**config.mk**
```make
export PLATFORM = sky130hd
export DESIGN_NAME = seq_divider
export DESIGN_NICKNAME = d
export VERILOG_FILES = /design/src/rtl/div_pkg.sv /design/src/rtl/sub.sv /design/src/rtl/seq_divider.sv
export SDC_FILE = /design/constraint.sdc
export NUM_CORES = 1
export LEC_CHECK = 0
export CELL_PAD_IN_SITES_DETAIL_PLACEMENT = 1
export CELL_PAD_IN_SITES_GLOBAL_PLACEMENT = 2
export CORE_MARGIN = 2
export CORE_UTILIZATION = 30
export CTS_CLUSTER_SIZE = 25
export DETAILED_ROUTE_END_ITERATION = 10
export GPL_ROUTABILITY_DRIVEN = 0
export PLACE_DENSITY_LB_ADDON = 0.1
export SKIP_CTS_REPAIR_TIMING = 1
export SKIP_LAST_GASP = 1
export SYNTH_ARGS = -nofsm -noshare
export SYNTH_HDL_FRONTEND = slang
export SYNTH_HIERARCHICAL = 1
export SYNTH_SLANG_ARGS = --single-unit
```
**constraint.sdc**
```tcl
create_clock -name clk -period 3.9 [get_ports clk]
set_clock_uncertainty 0.1 [all_clocks]
set_input_delay 0.78 -clock clk [delete_from_list [all_inputs] [get_ports clk]]
set_output_delay 0.78 -clock clk [all_outputs]
set_load 0.01 [all_outputs]
```
**src/rtl/div_pkg.sv**
```systemverilog
// Shared definitions for the iterative divider: state encoding
// and a constant-width helper for the iteration counter.
package div_pkg;

  localparam logic [1:0] S_IDLE = 2'd0;
  localparam logic [1:0] S_CALC = 2'd1;
  localparam logic [1:0] S_DONE = 2'd2;

  typedef enum logic [1:0] {
    IDLE = S_IDLE,
    CALC = S_CALC,
    DONE = S_DONE
  } state_e;

  function automatic int clog2(input int v);
    int n;
    n = 0;
    for (int i = 0; i < 32; i++)
      if ((1 << n) < v) n++;
    return n;
  endfunction

endpackage

```
**src/rtl/sub.sv**
```systemverilog
// Plain subtractor: diff = a - b; cout is the carry-out of a + ~b + 1,
// so cout = 1 means no borrow (a >= b).
module sub #(
  parameter int WIDTH = 8
) (
  input  logic [WIDTH-1:0] a,
  input  logic [WIDTH-1:0] b,
  output logic [WIDTH-1:0] diff,
  output logic             cout
);

  assign {cout, diff} = {1'b0, a}
                      + {1'b0, ~b}
                      + {{WIDTH{1'b0}}, 1'b1};

endmodule

```
**src/rtl/seq_divider.sv**
```systemverilog
// Iterative restoring divider, one quotient bit per cycle.
// Define SEQ_DIV_SIGNED_EN for two's-complement operands.
module seq_divider
  import div_pkg::*;
#(
  parameter int WIDTH = 32
) (
  input  logic             clk,
  input  logic             rst,
  input  logic             start,
  input  logic [WIDTH-1:0] dividend,
  input  logic [WIDTH-1:0] divisor,
  output logic             busy,
  output logic             done,
  output logic [WIDTH-1:0] quotient,
  output logic [WIDTH-1:0] remainder,
  output logic             div_by_zero
);

  localparam int CW = clog2(WIDTH);

  state_e           state;
  state_e           state_nxt;
  logic [WIDTH-1:0] q_r;
  logic [WIDTH-1:0] r_r;
  logic [WIDTH-1:0] d_r;
  logic [CW-1:0]    cnt;
  logic [WIDTH:0]   t;
  logic             cout;
  logic             no_borrow;
  logic             accept;
  logic             last;
  logic             zero_div;
  logic [WIDTH-1:0] q_nxt;
  logic [WIDTH-1:0] r_nxt;
  logic [WIDTH-1:0] q_fix;
  logic [WIDTH-1:0] r_fix;
  logic [WIDTH-1:0] a_mag;
  logic [WIDTH-1:0] b_mag;

  sub #(
    .WIDTH(WIDTH + 1)
  ) u_sub (
    .a   ({r_r, q_r[WIDTH-1]}),
    .b   ({1'b0, d_r}),
    .diff(t),
    .cout(cout)
  );

  // t[WIDTH] is always 0 when cout is set, since R < D
  assign no_borrow = cout & ~t[WIDTH];
  assign r_nxt = no_borrow ? t[WIDTH-1:0]
                           : {r_r[WIDTH-2:0], q_r[WIDTH-1]};
  assign q_nxt = {q_r[WIDTH-2:0], no_borrow};
  assign last = (cnt == '0);
  assign zero_div = (divisor == '0);

`ifdef SEQ_DIV_SIGNED_EN
  localparam logic [WIDTH-1:0] ONE = {{(WIDTH-1){1'b0}}, 1'b1};

  logic q_neg;
  logic r_neg;

  assign a_mag = dividend[WIDTH-1] ? ~dividend + ONE : dividend;
  assign b_mag = divisor[WIDTH-1] ? ~divisor + ONE : divisor;
  assign q_fix = q_neg ? ~q_nxt + ONE : q_nxt;
  assign r_fix = r_neg ? ~r_nxt + ONE : r_nxt;

  always_ff @(posedge clk) begin
    if (rst) begin
      q_neg <= 1'b0;
      r_neg <= 1'b0;
    end else if (accept) begin
      q_neg <= dividend[WIDTH-1] ^ divisor[WIDTH-1];
      r_neg <= dividend[WIDTH-1];
    end
  end
`else
  assign a_mag = dividend;
  assign b_mag = divisor;
  assign q_fix = q_nxt;
  assign r_fix = r_nxt;
`endif

  always_ff @(posedge clk) begin
    if (rst) state <= IDLE;
    else     state <= state_nxt;
  end

  always_comb begin
    state_nxt = state;
    busy      = 1'b0;
    done      = 1'b0;
    accept    = 1'b0;
    unique case (state)
      IDLE: begin
        accept = start;
        if (start) state_nxt = zero_div ? DONE : CALC;
      end
      CALC: begin
        busy = 1'b1;
        if (last) state_nxt = DONE;
      end
      DONE: begin
        done      = 1'b1;
        accept    = start;
        state_nxt = IDLE;
        if (start) state_nxt = zero_div ? DONE : CALC;
      end
      default: state_nxt = IDLE;
    endcase
  end

  always_ff @(posedge clk) begin
    if (rst) begin
      q_r         <= '0;
      r_r         <= '0;
      d_r         <= '0;
      cnt         <= '0;
      quotient    <= '0;
      remainder   <= '0;
      div_by_zero <= 1'b0;
    end else if (accept) begin
      div_by_zero <= zero_div;
      if (zero_div) begin
        quotient  <= '1;
        remainder <= dividend;
      end else begin
        q_r <= a_mag;
        r_r <= '0;
        d_r <= b_mag;
        cnt <= CW'(WIDTH - 1);
      end
    end else if (state == CALC) begin
      q_r <= q_nxt;
      r_r <= r_nxt;
      cnt <= cnt - CW'(1);
      // results land with the move to DONE, sign already fixed
      if (last) begin
        quotient  <= q_fix;
        remainder <= r_fix;
      end
    end
  end

endmodule

```
==> Word level (Yosys, flattened, before mapping) <==
Index checks and enable logic that the tools add are counted.
{ "totals": {"regBits": 168, "inputBits": 67, "output_inout_bits": 67} }
{ "classes": {"addsub": 3, "eq_ne": 6, "mux": 26, "n_bitwise": 4, "reduce_logical": 10} }
{ "ops": {"columns": ["cell", "n"], "rows": [
  ["$mux 32", 15],
  ["$add 33x33->34", 1],
  ["$add 34x1->34 const B", 1],
  ["$not 32->33", 1],
  ["$logic_not 32->1", 1],
  ["$mux 5", 3],
  ["$mux 2", 4],
  ["$ne 2x2->1 const B", 3],
  ["$pmux 2 s3", 1],
  ["$reduce_and 2->1", 3],
  ["$logic_not 5->1", 1],
  ["$sub 5x1->5 const B", 1],
  ["$reduce_bool 2->1", 2],
  ["$mux 1", 3],
  ["$reduce_and 3->1", 1],
  ["$eq 2x1->1 const B", 1],
  ["$eq 2x2->1 const B", 1],
  ["$logic_not 2->1", 1],
  ["$ne 2x1->1 const B", 1],
  ["$not 1->1", 2],
  ["$reduce_or 2->1", 1],
  ["$and 1x1->1", 1]
]} }

==> Longest topological paths before layout <==
Gate-level depths: netlist of run 1.
{ "logic_depth": {"depth_word": 9, "mapped_depth": 19, "mapped_depth_nobuf": 17} }

==> Cells and area by module <==
Netlist of run 1, hierarchy kept.
{ "modules_own_cells": {"columns": ["module", "instances", "cells_per_inst", "area_each_um2", "seq_area_each_um2"], "rows": [
  ["seq_divider", 1, 691, 6732.7, 3363.2],
  ["sub", 1, 268, 1904.3, 0.0]
]} }

==> Worst setup path before layout of run 1 <==
Ideal clock, no wire load.
{ "synth_timing": {"kind": "register to register", "from": "register q_r[31]", "to": "register remainder[10]", "arrival_ps": 3514, "required_time_ps": 3672, "path_slack_ps": 158, "path_stages_with_launch": 20, "n_path_buf": 2, "period_less_slack_ps": 3742, "path_cell_list": "dfxtp_1 > inv_1 > ha_1 > inv_1 > fa_1 > a211oi_1 > nor2_2 > o22ai_2 > o31a_4 > o21ai_4 > a21oi_2 > mux2i_1 > o211ai_1 > nor2b_1 > buf_2 > buf_1 > mux2i_1 > nor2_1 > a221oi_2 > nor2_1"} }
{ "synth_between": {"elab_chain_len": 8} }
{ "synth_rtl": {"columns": ["item", "line", "text"], "rows": [
  ["start, declared", "seq_divider.sv:24", "logic [WIDTH-1:0] q_r;"],
  ["start signal, assigned", "seq_divider.sv:129", "q_r <= a_mag;"],
  ["start signal, assigned", "seq_divider.sv:135", "q_r <= q_nxt;"],
  ["$add 33x33->34", "sub.sv:13", "+ {1'b0, ~b}"],
  ["$add 34x1->34", "sub.sv:14", "+ {{WIDTH{1'b0}}, 1'b1};"],
  ["net t[32]", "seq_divider.sv:28", "logic [WIDTH:0] t;"],
  ["$not 1->1", "seq_divider.sv:51", "assign no_borrow = cout & ~t[WIDTH];"],
  ["$and 1x1->1", "seq_divider.sv:51", null],
  ["$mux 32", "seq_divider.sv:52", "assign r_nxt = no_borrow ? t[WIDTH-1:0]"],
  ["$mux 32", "seq_divider.sv:139", "if (last) begin"],
  ["$mux 32", "seq_divider.sv:134", "end else if (state == CALC) begin"],
  ["$mux 32", "seq_divider.sv:123", "end else if (accept) begin"],
  ["end signal, assigned", "seq_divider.sv:127", "remainder <= dividend;"],
  ["end signal, assigned", "seq_divider.sv:141", "remainder <= r_fix;"],
  ["end, declared", "seq_divider.sv:16", "output logic [WIDTH-1:0] remainder,"]
]} }
The timed path passes the listed nets, and every way through them passes these cells. The select of a mux whose other input is x is not followed.
A chain may end at the register's enable or synchronous reset.

==> Worst setup path after layout of run 1 <==
{ "layout_timing": {"from": "register d_r[6]", "to": "register remainder[14]"} }
{ "layout_lines": {"columns": ["item", "line", "text"], "rows": [
  ["start, declared", "seq_divider.sv:26", "logic [WIDTH-1:0] d_r;"],
  ["start signal, assigned", "seq_divider.sv:131", "d_r <= b_mag;"],
  ["$not 32->33", "sub.sv:13", null],
  ["$add 33x33->34", "sub.sv:13", null],
  ["$add 34x1->34", "sub.sv:14", null],
  ["net cout", "seq_divider.sv:29", "logic cout;"],
  ["$and 1x1->1", "seq_divider.sv:51", null],
  ["$mux 32", "seq_divider.sv:52", null],
  ["$mux 32", "seq_divider.sv:139", null],
  ["$mux 32", "seq_divider.sv:134", null],
  ["$mux 32", "seq_divider.sv:123", null]
]} }
The timed path passes the listed nets, and every way through them passes these cells. The select of a mux whose other input is x is not followed.

==> flow_metrics.tcl, run 1 <==
set metrics [dict create \
    worst_pin_slew_ns 0.838 \
    synth_edf_count 0 \
    avgSynthCellArea_um2 9.01 \
    gr-total-overflow 0 \
    outcome "complete, no violations" \
    finalSetupViolations 0 \
    initial_core_util 0.303 \
    ios 134 \
    mostFrequentLayoutCells "nor2_1, dfxtp_1, clkdlybuf4s50_1, nand2_1, a21oi_1" \
    antenna_found_initial 0 \
    grt_pass1_wl_um 42600 \
    num-nets-final 1180 \
    drtIter0Drc 359 \
    syn_to_final_growth_pct 28.8 \
    min_from "d_r[30]$_SDFFE_PP0P_" \
    tritoncts.num_buffers 17 \
    ant_nets 0 \
    hold_class "reg2reg" \
    cts_tree "built" \
    clk_path_buf_depth 2 \
    clk_pin_slew_ns 0.07 \
    drt-total-wl_um 26800 \
    critical_path.max_stage_delay_ns 0.39 \
    final_layout_size_suffix_gt1_frac 0.126 \
    period_share 0.926 \
    max_cap_viol_count 0 \
    fill_cells 3317 \
    ys_seq_area_frac 0.389 \
    endpoint_kind "flip-flop" \
    drc 0 \
    cp_max_fo 7 \
    tns_ns 0 \
    dr.pass1.iters 4 \
    diodes 0 \
    maxSlewHeadroom 0.441 \
    cp.required_ns 4.10 \
    synth_area_leader_cell "dfxtp_1" \
    netlist_top_cells_area "dfxtp_1, nor2_1, ha_1" \
    period_needed_ns 3.61 \
    rsz0062_at_grt "no" \
    die-area_um2 30200 \
    die_width_um 174 \
    via_count 7296 \
    cts.sinks 168 \
    synthCells 959 \
    layout_commonest_cell "nor2_1" \
    final_max_slew_viol_count 0 \
    reg2reg_depth 17 \
    total_leakage_power_nw 4.22 \
    reg2reg_to "remainder[14]$_SDFFE_PP0P_" \
    portBuffers 133 \
    core_area_um2 28500 \
    grt_pass1_vias 7282 \
    worstSkewPairLatency_ns 0.43 \
    synthesis.area_um2 8640 \
    htreeDepth 4 \
    syn-num-nets 1062 \
    layout.cells.non_filler 1474 \
    hold_viol_final 0 \
    slowest_stage "a211o_4" \
    ys.flop_type "dfxtp_1" \
    yosysTopAreaCellShare 0.389 \
    seq_area_um2 3360 \
    multi_input_area_um2 4840 \
    synthArstFlopShare 0 \
    crit_chain "inv_1 -> ha_1 -> a211oi_1 -> nand3_1 -> a211o_4 -> nand4_4 -> a31o_4 -> o21ai_4 -> o31a_1 -> nor2b_4 -> buf_12 -> buf_12 -> mux2i_2 -> buf_4 -> nor2_1 -> a221oi_2 -> nor2_1" \
    die_y_um 174 \
    r2r_slack_ns 0.29 \
    fmax_ghz 0.277 \
    arrival_ns 3.81 \
    fin_util 0.390 \
    r2r-start "d_r[6]$_SDFFE_PP0P_" \
    num_rows 62 \
    ir_worst_vdd_uv 291 \
    powerDensity_nw_per_um2 392 \
    grt_usage 0.178 \
    grt_max_degree 105 \
    dpl.cell_count 1438 \
    ys_warn_count 6 \
    ys_types 72 \
    place_hpwl_um 19400 \
    viasPerCell 4.95 \
    whs_endpoint "d_r[30]$_SDFFE_PP0P_" \
    path_class "reg2reg" \
    cts-root-buf "clkbuf_16" \
    min_path_cells 2 \
    start_kind "flip-flop" \
    synth_seq_cells 168 \
    wl_per_cell_um 18.2 \
]
[registers in the layout, indices dropped and copies added (netlist names)]
name         count
q_r             32
remainder       32
cnt              5
div_by_zero      1
state            2
quotient        32
r_r             32
d_r             32
[logic make-up after synthesis]
group | Yosys count | synth area share
adders and majority gates | 36 | 0.0530
other | 1 | 0.000434
AOI/OAI and AO/OA | 257 | 0.255
buffers and inverters | 108 | 0.0588
DFF | 168 | 0.389
muxes | 34 | 0.0394
xor gates and xnor gates | 28 | 0.0284
and+or+nand+nor | 327 | 0.176
[how the worst max path moves through the flow]
stage,start,end,slack (ns)
after floorplan,q_r[31]$_SDFFE_PP0P_,remainder[10]$_SDFFE_PP0P_,0.16
after global placement,q_r[31]$_SDFFE_PP0P_,remainder[26]$_SDFFE_PP0P_,0.23
after detailed placement,q_r[31]$_SDFFE_PP0P_,remainder[24]$_SDFFE_PP0P_,0.15
after CTS,q_r[31]$_SDFFE_PP0P_,remainder[24]$_SDFFE_PP0P_,0.11
after global routing,q_r[31]$_SDFFE_PP0P_,remainder[23]$_SDFFE_PP0P_,0.04
final,d_r[6]$_SDFFE_PP0P_,remainder[14]$_SDFFE_PP0P_,0.29
[cells in the mapped netlist (2+ instances only)]
cell       instances
nor2_1           179
dfxtp_1          168
nand2_1           84
a21oi_1           54
inv_1             46
ha_1              35
mux2i_1           34
o22ai_1           33
o2bb2ai_1         32
a221oi_2          29
o221a_1           29
clkbuf_1          20
buf_2             19
xnor2_1           19
a21o_1            15
o21ai_0           11
nand3_1           10
buf_1              9
xor2_1             9
buf_6              8
a21oi_2            7
nand2b_1           7
nor2b_1            7
and3_1             6
nand3b_1           6
buf_4              5
o21a_1             5
a211oi_1           4
a221oi_1           4
nor4_1             4
nor4_4             4
o21ai_1            4
o221a_2            3
a22oi_1            2
nand4_1            2
nand4_4            2
nor2_2             2
nor3_1             2
nor4_2             2
o211ai_1           2
o21ai_4            2
o21bai_1           2
o311ai_1           2
o31a_1             2
[routing by layer]
| layer | global-route usage | part of all wire | vias to the layer above | wire, um |
|---|---|---|---|---|
| met1 | 0.277 | 0.55 | 3485 | 14700 |
| li1 | - | - | 3681 | - |
| met2 | 0.256 | 0.41 | 115 | 11100 |
| met3 | 0.0239 | 0.027 | 15 | 714 |
| met4 | 0.0410 | 0.0091 | 0 | 243 |
| met5 | 0 | 0 | - | 0 |
[stage by stage]
step	total power, mW	instance area [um^2]	setup WS [ns]	hold WS (ns)
finish	4.36	11100	0.289	0.357
global route	4.59	11100	0.0440	0.384
CTS	4.42	11000	0.110	0.360
detailed placement	2.69	10400	0.152	0.350
global placement	2.69	10400	0.228	0.344
floorplan	2.39	8640	0.158	0.336
[critical path: cells and delay by family (launching register included)]
kind	cells	cell delay, ns
AOI/OAI and AO/OA	6	1.48
and+or+nand+nor	5	0.52
buffers and inverters	4	0.51
DFF	1	0.34
adders and majority gates	1	0.34
muxes	1	0.20
[power breakdown]
group / switching, mW / total (mW) / internal, mW
Combinational: 0.440 / 0.788 / 0.348
Clock: 0.832 / 1.71 / 0.874
Sequential: 0.0639 / 1.87 / 1.81
Total: 1.34 / 4.36 / 3.03
[layout make-up]
class | instances | share of cell area
Tap cell | 384 | 0.0432
Sequential cell | 168 | 0.302
Multi-Input combinational cell | 683 | 0.435
Inverter | 47 | 0.0159
Clock buffer | 18 | 0.0395
Clock inverter | 14 | 0.0132
Timing Repair Buffer | 160 | 0.151
(Power assumes the default switching activity.)
==> run 2: changes to the inputs <==
CAP_MARGIN = 40   (was default)
==> results of run 2 <==
Same layout as run 1: the final DEF is identical, and so are final timing and power.
